==> src/rtl/riscv_pkg.sv <==
`default_nettype none
// ============================================================================
//  Module      : riscv_pkg
//  Description : Shared RV64 fetch/decode definitions: address width, bubble
//                instruction, major opcode values and the fetch FSM states.
//  Revision    : 1.0  initial release
// ============================================================================
package riscv_pkg;

   localparam int XLEN = 64;

   // addi x0, x0, 0 : architecturally harmless bubble
   localparam logic [31:0] NOP_INSTR = 32'h0000_0013;

   localparam logic [6:0] OP_R    = 7'b0110011;
   localparam logic [6:0] OP_LD   = 7'b0000011;
   localparam logic [6:0] OP_IMM  = 7'b0010011;
   localparam logic [6:0] OP_ST   = 7'b0100011;
   localparam logic [6:0] OP_BR   = 7'b1100011;
   localparam logic [6:0] OP_JALR = 7'b1100111;
   localparam logic [6:0] OP_JAL  = 7'b1101111;

   typedef enum logic [1:0] {
      IDLE = 2'd0,
      REQ  = 2'd1,
      WAIT = 2'd2,
      HOLD = 2'd3
   } fetch_state_t;

endpackage
`default_nettype wire

==> src/rtl/fetch_skid_buf.sv <==
`default_nettype none
// ============================================================================
//  Module      : fetch_skid_buf
//  Description : One-entry instruction/PC buffer that catches a fetch
//                response arriving while decode is stalled.
//  Ports       : clk, reset_n (sync, active-low)
//                load / clear      - capture in_pc/in_instr / drop entry
//                in_pc, in_instr   - data to capture
//                valid, pc, instr  - buffered entry
//  Revision    : 1.0  initial release
// ============================================================================
module fetch_skid_buf #(
   parameter int          XLEN      = riscv_pkg::XLEN,
   parameter logic [31:0] NOP_INSTR = riscv_pkg::NOP_INSTR
) (
   input  logic            clk,
   input  logic            reset_n,
   input  logic            load,
   input  logic            clear,
   input  logic [XLEN-1:0] in_pc,
   input  logic [31:0]     in_instr,
   output logic            valid,
   output logic [XLEN-1:0] pc,
   output logic [31:0]     instr
);

   // clear wins over load: a redirect in the capture cycle discards the data
   always_ff @(posedge clk) begin
      if (!reset_n) begin
         valid <= 1'b0;
         pc    <= '0;
         instr <= NOP_INSTR;
      end else if (clear) begin
         valid <= 1'b0;
      end else if (load) begin
         valid <= 1'b1;
         pc    <= in_pc;
         instr <= in_instr;
      end
   end

endmodule
`default_nettype wire

==> src/rtl/instr_fetch_unit.sv <==
`default_nettype none
// ============================================================================
//  Module      : instr_fetch_unit
//  Description : RV64 fetch stage. Holds the PC, issues one instruction
//                memory request at a time, registers the returned word with
//                its PC and presents the opcode to the control unit. Handles
//                downstream stall and redirect, discarding stale responses.
//  Ports       : clk, reset_n (sync, active-low)
//                imem_req_valid/addr/ready  - request handshake
//                imem_rsp_valid/data        - one response per accepted req
//                stall                      - hold IF/ID outputs
//                redirect_valid/pc          - control transfer target
//                if_valid/pc/instr/opcode   - IF/ID outputs
//                fetch_misalign             - only with FETCH_MISALIGN_TRAP_EN
//  Config      : FETCH_MISALIGN_TRAP_EN - a redirect to a non-word-aligned
//                target halts fetch and raises fetch_misalign until an
//                aligned redirect or reset. Without it the target's low two
//                bits are forced to zero.
//  Revision    : 1.0  initial release
// ============================================================================
module instr_fetch_unit #(
   parameter int          XLEN      = riscv_pkg::XLEN,
   parameter logic [63:0] RESET_PC  = 64'h0,
   parameter logic [31:0] NOP_INSTR = riscv_pkg::NOP_INSTR
) (
   input  logic            clk,
   input  logic            reset_n,
   output logic            imem_req_valid,
   output logic [XLEN-1:0] imem_req_addr,
   input  logic            imem_req_ready,
   input  logic            imem_rsp_valid,
   input  logic [31:0]     imem_rsp_data,
   input  logic            stall,
   input  logic            redirect_valid,
   input  logic [XLEN-1:0] redirect_pc,
   output logic            if_valid,
   output logic [XLEN-1:0] if_pc,
   output logic [31:0]     if_instr,
   output logic [6:0]      if_opcode
`ifdef FETCH_MISALIGN_TRAP_EN
   ,
   output logic            fetch_misalign
`endif
);

   import riscv_pkg::*;

   fetch_state_t    state, state_nxt;
   logic [XLEN-1:0] pc, pc_nxt;
   logic [XLEN-1:0] inflight_pc;       // address of the outstanding request
   logic            kill, kill_nxt;    // outstanding response is stale
   logic [XLEN-1:0] redirect_tgt;
   logic            stuck;             // fetch halted on misaligned target
   logic            req_fire;

   logic            load_mem, load_buf, bubble;
   logic            buf_load, buf_clear;
   logic            buf_valid;
   logic [XLEN-1:0] buf_pc;
   logic [31:0]     buf_instr;

`ifdef FETCH_MISALIGN_TRAP_EN
   logic misalign, misalign_nxt;
   logic redirect_bad;
   assign redirect_tgt   = redirect_pc;
   assign redirect_bad   = redirect_valid & (redirect_pc[1:0] != 2'b00);
   assign stuck          = misalign;
   assign fetch_misalign = misalign;
`else
   logic unused_low_bits;
   assign redirect_tgt    = {redirect_pc[XLEN-1:2], 2'b00};
   assign stuck           = 1'b0;
   assign unused_low_bits = ^redirect_pc[1:0];
`endif

   assign imem_req_valid = (state == REQ);
   assign imem_req_addr  = pc;
   assign req_fire       = imem_req_valid & imem_req_ready;
   assign if_opcode      = if_instr[6:0];

   // ---------------------------------------------------------------------
   // State register
   // ---------------------------------------------------------------------
   always_ff @(posedge clk) begin
      if (!reset_n) begin
         state       <= IDLE;
         pc          <= RESET_PC[XLEN-1:0];
         kill        <= 1'b0;
         inflight_pc <= '0;
      end else begin
         state <= state_nxt;
         pc    <= pc_nxt;
         kill  <= kill_nxt;
         if (req_fire) begin
            inflight_pc <= pc;
         end
      end
   end

`ifdef FETCH_MISALIGN_TRAP_EN
   always_ff @(posedge clk) begin
      if (!reset_n) begin
         misalign <= 1'b0;
      end else begin
         misalign <= misalign_nxt;
      end
   end
`endif

   // ---------------------------------------------------------------------
   // Next state / control
   // ---------------------------------------------------------------------
   always_comb begin
      state_nxt = state;
      pc_nxt    = pc;
      kill_nxt  = kill;
      load_mem  = 1'b0;
      load_buf  = 1'b0;
      bubble    = 1'b0;
      buf_load  = 1'b0;
      buf_clear = 1'b0;
`ifdef FETCH_MISALIGN_TRAP_EN
      misalign_nxt = misalign;
`endif

      case (state)
         IDLE: begin
            // A request may still be outstanding if fetch was halted while
            // waiting; its response must drain before a new request issues.
            if (kill && imem_rsp_valid) begin
               kill_nxt = 1'b0;
            end
            if (!stuck && (!kill || imem_rsp_valid)) begin
               state_nxt = REQ;
            end
         end
         REQ: begin
            if (req_fire) begin
               state_nxt = WAIT;
               pc_nxt    = pc + XLEN'(4);
            end
         end
         WAIT: begin
            if (imem_rsp_valid) begin
               state_nxt = REQ;
               if (kill) begin
                  kill_nxt = 1'b0;
               end else if (stall) begin
                  buf_load  = 1'b1;
                  state_nxt = HOLD;
               end else begin
                  load_mem = 1'b1;
               end
            end
         end
         HOLD: begin
            if (!stall) begin
               load_buf  = 1'b1;
               buf_clear = 1'b1;
               state_nxt = REQ;
            end
         end
         default: state_nxt = IDLE;
      endcase

      // Redirect overrides everything except reset, including stall.
      if (redirect_valid) begin
         pc_nxt    = redirect_tgt;
         bubble    = 1'b1;
         load_mem  = 1'b0;
         load_buf  = 1'b0;
         buf_load  = 1'b0;
         buf_clear = 1'b1;
         case (state)
            REQ:     if (req_fire) kill_nxt = 1'b1;
            WAIT:    if (!imem_rsp_valid) kill_nxt = 1'b1;
            HOLD:    state_nxt = REQ;
            default: ;
         endcase
`ifdef FETCH_MISALIGN_TRAP_EN
         misalign_nxt = redirect_bad;
         if (redirect_bad) begin
            state_nxt = IDLE;
         end
`endif
      end
   end

   // ---------------------------------------------------------------------
   // IF/ID output register
   // ---------------------------------------------------------------------
   always_ff @(posedge clk) begin
      if (!reset_n) begin
         if_valid <= 1'b0;
         if_pc    <= '0;
         if_instr <= NOP_INSTR;
      end else if (bubble) begin
         if_valid <= 1'b0;
         if_instr <= NOP_INSTR;
      end else if (load_mem) begin
         if_valid <= 1'b1;
         if_pc    <= inflight_pc;
         if_instr <= imem_rsp_data;
      end else if (load_buf) begin
         if_valid <= buf_valid;
         if_pc    <= buf_pc;
         if_instr <= buf_instr;
      end else if (!stall) begin
         // decode consumed the current entry; present it only once
         if_valid <= 1'b0;
      end
   end

   fetch_skid_buf #(
      .XLEN      (XLEN),
      .NOP_INSTR (NOP_INSTR)
   ) u_skid (
      .clk      (clk),
      .reset_n  (reset_n),
      .load     (buf_load),
      .clear    (buf_clear),
      .in_pc    (inflight_pc),
      .in_instr (imem_rsp_data),
      .valid    (buf_valid),
      .pc       (buf_pc),
      .instr    (buf_instr)
   );

endmodule
`default_nettype wire

==> config.mk <==
export PLATFORM = sky130hd
export DESIGN_NAME = instr_fetch_unit
export DESIGN_NICKNAME = d
export VERILOG_FILES = /design/src/rtl/riscv_pkg.sv /design/src/rtl/fetch_skid_buf.sv /design/src/rtl/instr_fetch_unit.sv
export SDC_FILE = /design/constraint.sdc
export NUM_CORES = 1
export LEC_CHECK = 0
export ABC_AREA = 1
export BUFFER_PORTS_ARGS = -buffer_cell sky130_fd_sc_hd__buf_2
export CAP_MARGIN = 20
export CORE_MARGIN = 4
export CORE_UTILIZATION = 55
export CTS_CLUSTER_DIAMETER = 120
export DETAILED_ROUTE_END_ITERATION = 10
export GPL_ROUTABILITY_DRIVEN = 0
export MAX_ROUTING_LAYER = met4
export PLACE_DENSITY = 0.79
export SLEW_MARGIN = 20
export SYNTH_ARGS = -nofsm -noshare
export SYNTH_HDL_FRONTEND = slang
export SYNTH_SLANG_ARGS = --single-unit
export TNS_END_PERCENT = 5
==> constraint.sdc <==
create_clock -name clk -period 1.9 [get_ports clk]
set_input_delay 0.095 -clock clk [delete_from_list [all_inputs] [get_ports clk]]
set_output_delay 0.095 -clock clk [all_outputs]
set_load 0.02 [all_outputs]
==> metrics.md <==
| Metric | Value |
|---|---|
| Average wire per cell in the routed design | `17.9 µm` |
| RR Startpoint | `imem_req_addr[33]` |
| Area growth from synthesis to final layout | `30.5%` |
| Via density per instance | `5.71` |
| Per-instance average area after synthesis | `6.97 µm²` |
| Worst slew pin tran | `0.539 ns` |
| Number of design rule violations left after detail routing | `0` |
| Worst rel slew slack | `0.640` |
| Maximum vdd ir drop | `0.650 mV` |
| Clock network fraction of total power | `0.445` |
| Clock tree root driver cell | `sky130_fd_sc_hd__clkbuf_16` |
| Post-route cell area | `18800 µm²` |
| TritonCTS Buffers | `34` |
| Proportion of synthesized flip-flops having asynchronous set or reset | `0` |
| Cell area after technology mapping | `14400 µm²` |
| Kind of launch point of the worst setup path | `flip-flop` |
| Number of synthesized flops with an enable pin | `0` |
| Portion of total power attributed to sequential cells | `0.455` |
| Number of storage elements in the synthesis netlist | `317` |
| Vias | `15824` |
| CTS HTree Levels | `2` |
| Worst min-delay path startpoint | `redirect_pc[63]` |
| Post-route antenna net violation count | `0` |
| Placeable Area | `25500 µm²` |
| GRT Residual Overflow | `0` |
| Maximum cell stage delay along the critical path | `0.50 ns` |
| Proportion of total power due to net switching | `0.247` |
| Violation count after the first detailed-routing iteration | `1725` |
| Tot GR Track Use | `0.319` |
| Reported net switching power | `3.82 mW` |
| P per Cell Area | `823 nW/µm²` |
| Number of sinks driven by the clock tree | `317` |
| Layout cell share with drive strength beyond 1 | `0.195` |
| Count of boundary I/O pins | `271` |
| Int Pwr | `11.6 mW` |
| Primary FF master, synth | `sky130_fd_sc_hd__dfxtp_1` |
| Placed cell area | `16300 µm²` |
| Critical path buffers and inverters | `1` |
| Std cell rows | `58` |
| Sequential fraction of the synthesis area | `0.442` |
| Detailed-placement wirelength estimate | `31.2 mm` |
| Die area | `28800 µm²` |
| Final min period | `1.81 ns` |
| Pin count of the biggest net entering global routing | `88` |
| CTS tree | `yes` |
| Clock insertion delay at the later pin of the skew report | `0.52 ns` |
| Share of power burned in combinational logic | `0.100` |
| Commonest non-fill, non-tap cells in the layout | `sky130_fd_sc_hd__nand2_1, sky130_fd_sc_hd__dfxtp_1, sky130_fd_sc_hd__o21ai_0, sky130_fd_sc_hd__buf_2, sky130_fd_sc_hd__a21oi_1` |
| Setup violation total in the final timing report | `0` |
| # nets final | `2524` |
| Max-slew violations | `0` |
| Critical-path cell list | `nand2_1 -> nor2_1 -> nand2_1 -> nor2_2 -> nand2_1 -> o21ai_0 -> nand3_1 -> nand2_1 -> inv_1` |
| Hold Path Class | `input port to flip-flop` |
| Cell family contributing the most delay on the critical path | `simple AND/OR/NAND/NOR gates` |
| Worst Setup End Kind | `flip-flop` |
| Highest achievable clock rate | `552 MHz` |
| Critical path startpoint | `imem_req_addr[33]` |
| Static leakage power | `7.95 nW` |
| Initial cell density of the core | `0.564` |
| Via count of the first global-routing pass | `14592` |
| Synthesized instance count | `2062` |
| Critical path data required time | `2.31 ns` |
| First-pass GRT wire length | `74.1 mm` |
| Number of max-cap violations | `0` |
| Maximum fanout along the worst path | `5` |
| Dominant cell type by count on the critical path | `sky130_fd_sc_hd__nand2_1` |
| Largest clock skew in the final design | `0.0128 ns` |
| Class of the most critical setup path | `flip-flop to flip-flop` |
| Status | `complete, no violations` |
| Slowest cell on crit path | `sky130_fd_sc_hd__dfxtp_1` |
| Arrival time of data at the critical path endpoint | `2.22 ns` |
| Share of the clock period used by the worst path after layout | `0.953` |
| Clock Pin Slew Worst Setup and Hold Paths | `0.06 ns` |
| Die Width | `170 µm` |
| Worst-case clock buffer depth | `3` |
| Routed WL | `49.4 mm` |
| Number of I/O port buffers | `264` |
| Setup repair after global routing missed its margin | `true` |
| Yosys warns | `0` |
| Number of hold violations in the final report | `0` |
| Number of antenna violations at the first check in global routing | `1` |
| Die outline height | `170 µm` |
| Library cells used by synthesis | `34` |
| Most common cell after layout, fill and taps aside | `sky130_fd_sc_hd__nand2_1` |
| Total iterations of the first detailed-routing run | `5` |
| End-of-flow core utilization | `0.736` |
## Yosys cell counts (4+ instances only)
master	count	share of area
sky130_fd_sc_hd__xor2_1	15	0.0091
sky130_fd_sc_hd__nor2_1	228	0.060
sky130_fd_sc_hd__xnor2_1	5	0.0030
sky130_fd_sc_hd__buf_2	42	0.015
sky130_fd_sc_hd__inv_1	200	0.052
sky130_fd_sc_hd__clkbuf_1	74	0.019
sky130_fd_sc_hd__nand2_1	355	0.093
sky130_fd_sc_hd__a21oi_1	232	0.081
sky130_fd_sc_hd__buf_4	12	0.0063
sky130_fd_sc_hd__nor3_1	4	0.0014
sky130_fd_sc_hd__nand3_1	167	0.058
sky130_fd_sc_hd__dfxtp_1	317	0.44
sky130_fd_sc_hd__nor2_4	8	0.0063
sky130_fd_sc_hd__o21ai_1	12	0.0042
sky130_fd_sc_hd__nor2_2	17	0.0074
sky130_fd_sc_hd__ha_1	7	0.0061
sky130_fd_sc_hd__nand4_1	12	0.0052
sky130_fd_sc_hd__buf_1	9	0.0024
sky130_fd_sc_hd__nand2_2	12	0.0052
sky130_fd_sc_hd__o21ai_0	269	0.094
sky130_fd_sc_hd__a31oi_1	45	0.020
## final cells by class
type / count / area, µm²
clock inverters: 9 / 145
repair buffers: 451 / 3310
clock buffers: 51 / 1030
flip-flops and latches: 317 / 6350
diodes: 1 / 2.50
inverters: 204 / 768
well taps: 330 / 413
multi-input cells: 1407 / 6740
fillers: 1917 / 6720
## power by group through the flow
stage / logic, mW / registers (mW) / clock network, mW
5_1_grt: 1.67 / 7.04 / 7.18
3_3_place_gp: 1.30 / 7.16 / 0
6_report: 1.54 / 7.03 / 6.87
2_1_floorplan: 0.668 / 7.23 / 0
4_1_cts: 1.49 / 7.02 / 6.91
3_5_place_dp: 1.33 / 7.16 / 0
## sequential cells by signal, indices dropped and copies added (netlist names)
signal         flops
if_instr          32
if_pc             62
inflight_pc       62
imem_req_addr     62
kill               1
u_skid.pc         62
u_skid.valid       1
if_valid           1
u_skid.instr      32
state              2
## routing by layer
metal / up-vias / GRT usage / share of wire
met2: 933 / 0.511 / 0.46
met5: - / - / 0
met1: 7269 / 0.402 / 0.40
met4: 0 / 0.138 / 0.046
met3: 165 / 0.0498 / 0.096
li1: 7457 / - / -
## tightest hold or removal path: stages
cell	delay (ns)
sky130_fd_sc_hd__buf_2	0.08
sky130_fd_sc_hd__nand2_1	0.08
sky130_fd_sc_hd__o21ai_0	0.09
sky130_fd_sc_hd__inv_1	0.05
sky130_fd_sc_hd__a21oi_1	0.12
## path summary, 6_finish.rpt
kind,cells after the start,slack (ns),end
max,9,0.09,imem_req_addr[49]
min,5,0.02,imem_req_addr[63]
max reg2reg,9,0.09,imem_req_addr[49]
min reg2reg,2,0.46,u_skid.instr[0]
## per-stage QoR
stage / hold WS [ns] / total power [mW] / TNS [ns] / std cells / setup slack [ns]
detailed placement: 0.346 / 8.50 / 0 / 2599 / 0.0629
global route: 0.0319 / 15.9 / -0.523 / 2770 / -0.0639
CTS: 0.00187 / 15.4 / 0 / 2747 / 0.0241
global placement: 0.337 / 8.46 / 0 / 2599 / 0.122
finish: 0.0241 / 15.4 / 0 / 2770 / 0.0889
floorplan: 0.221 / 7.90 / 0 / 2065 / 0.109
## cell families (layout without fill, tap and decap cells)
logic type / Yosys count / count (layout) / share of synthesized area
AOI/OAI and AO/OA: 566 / 566 / 0.203
xor gates and xnor gates: 20 / 20 / 0.0122
adders and majority gates: 7 / 7 / 0.00610
buffers and inverters: 341 / 715 / 0.0959
DFF: 317 / 317 / 0.442
other: 1 / 5 / 0.000261
and+or+nand+nor: 810 / 810 / 0.241
## what timing repair did
item / 4_1_cts / 5_1_grt
resized for setup: 0 / 17
endpoints found under the setup margin: 0 / 202
hold endpoints to repair: 120 / 0
buffers inserted: 0 / 14
hold buffers: 88 / 0
Power figures use the tool's default switching activity.
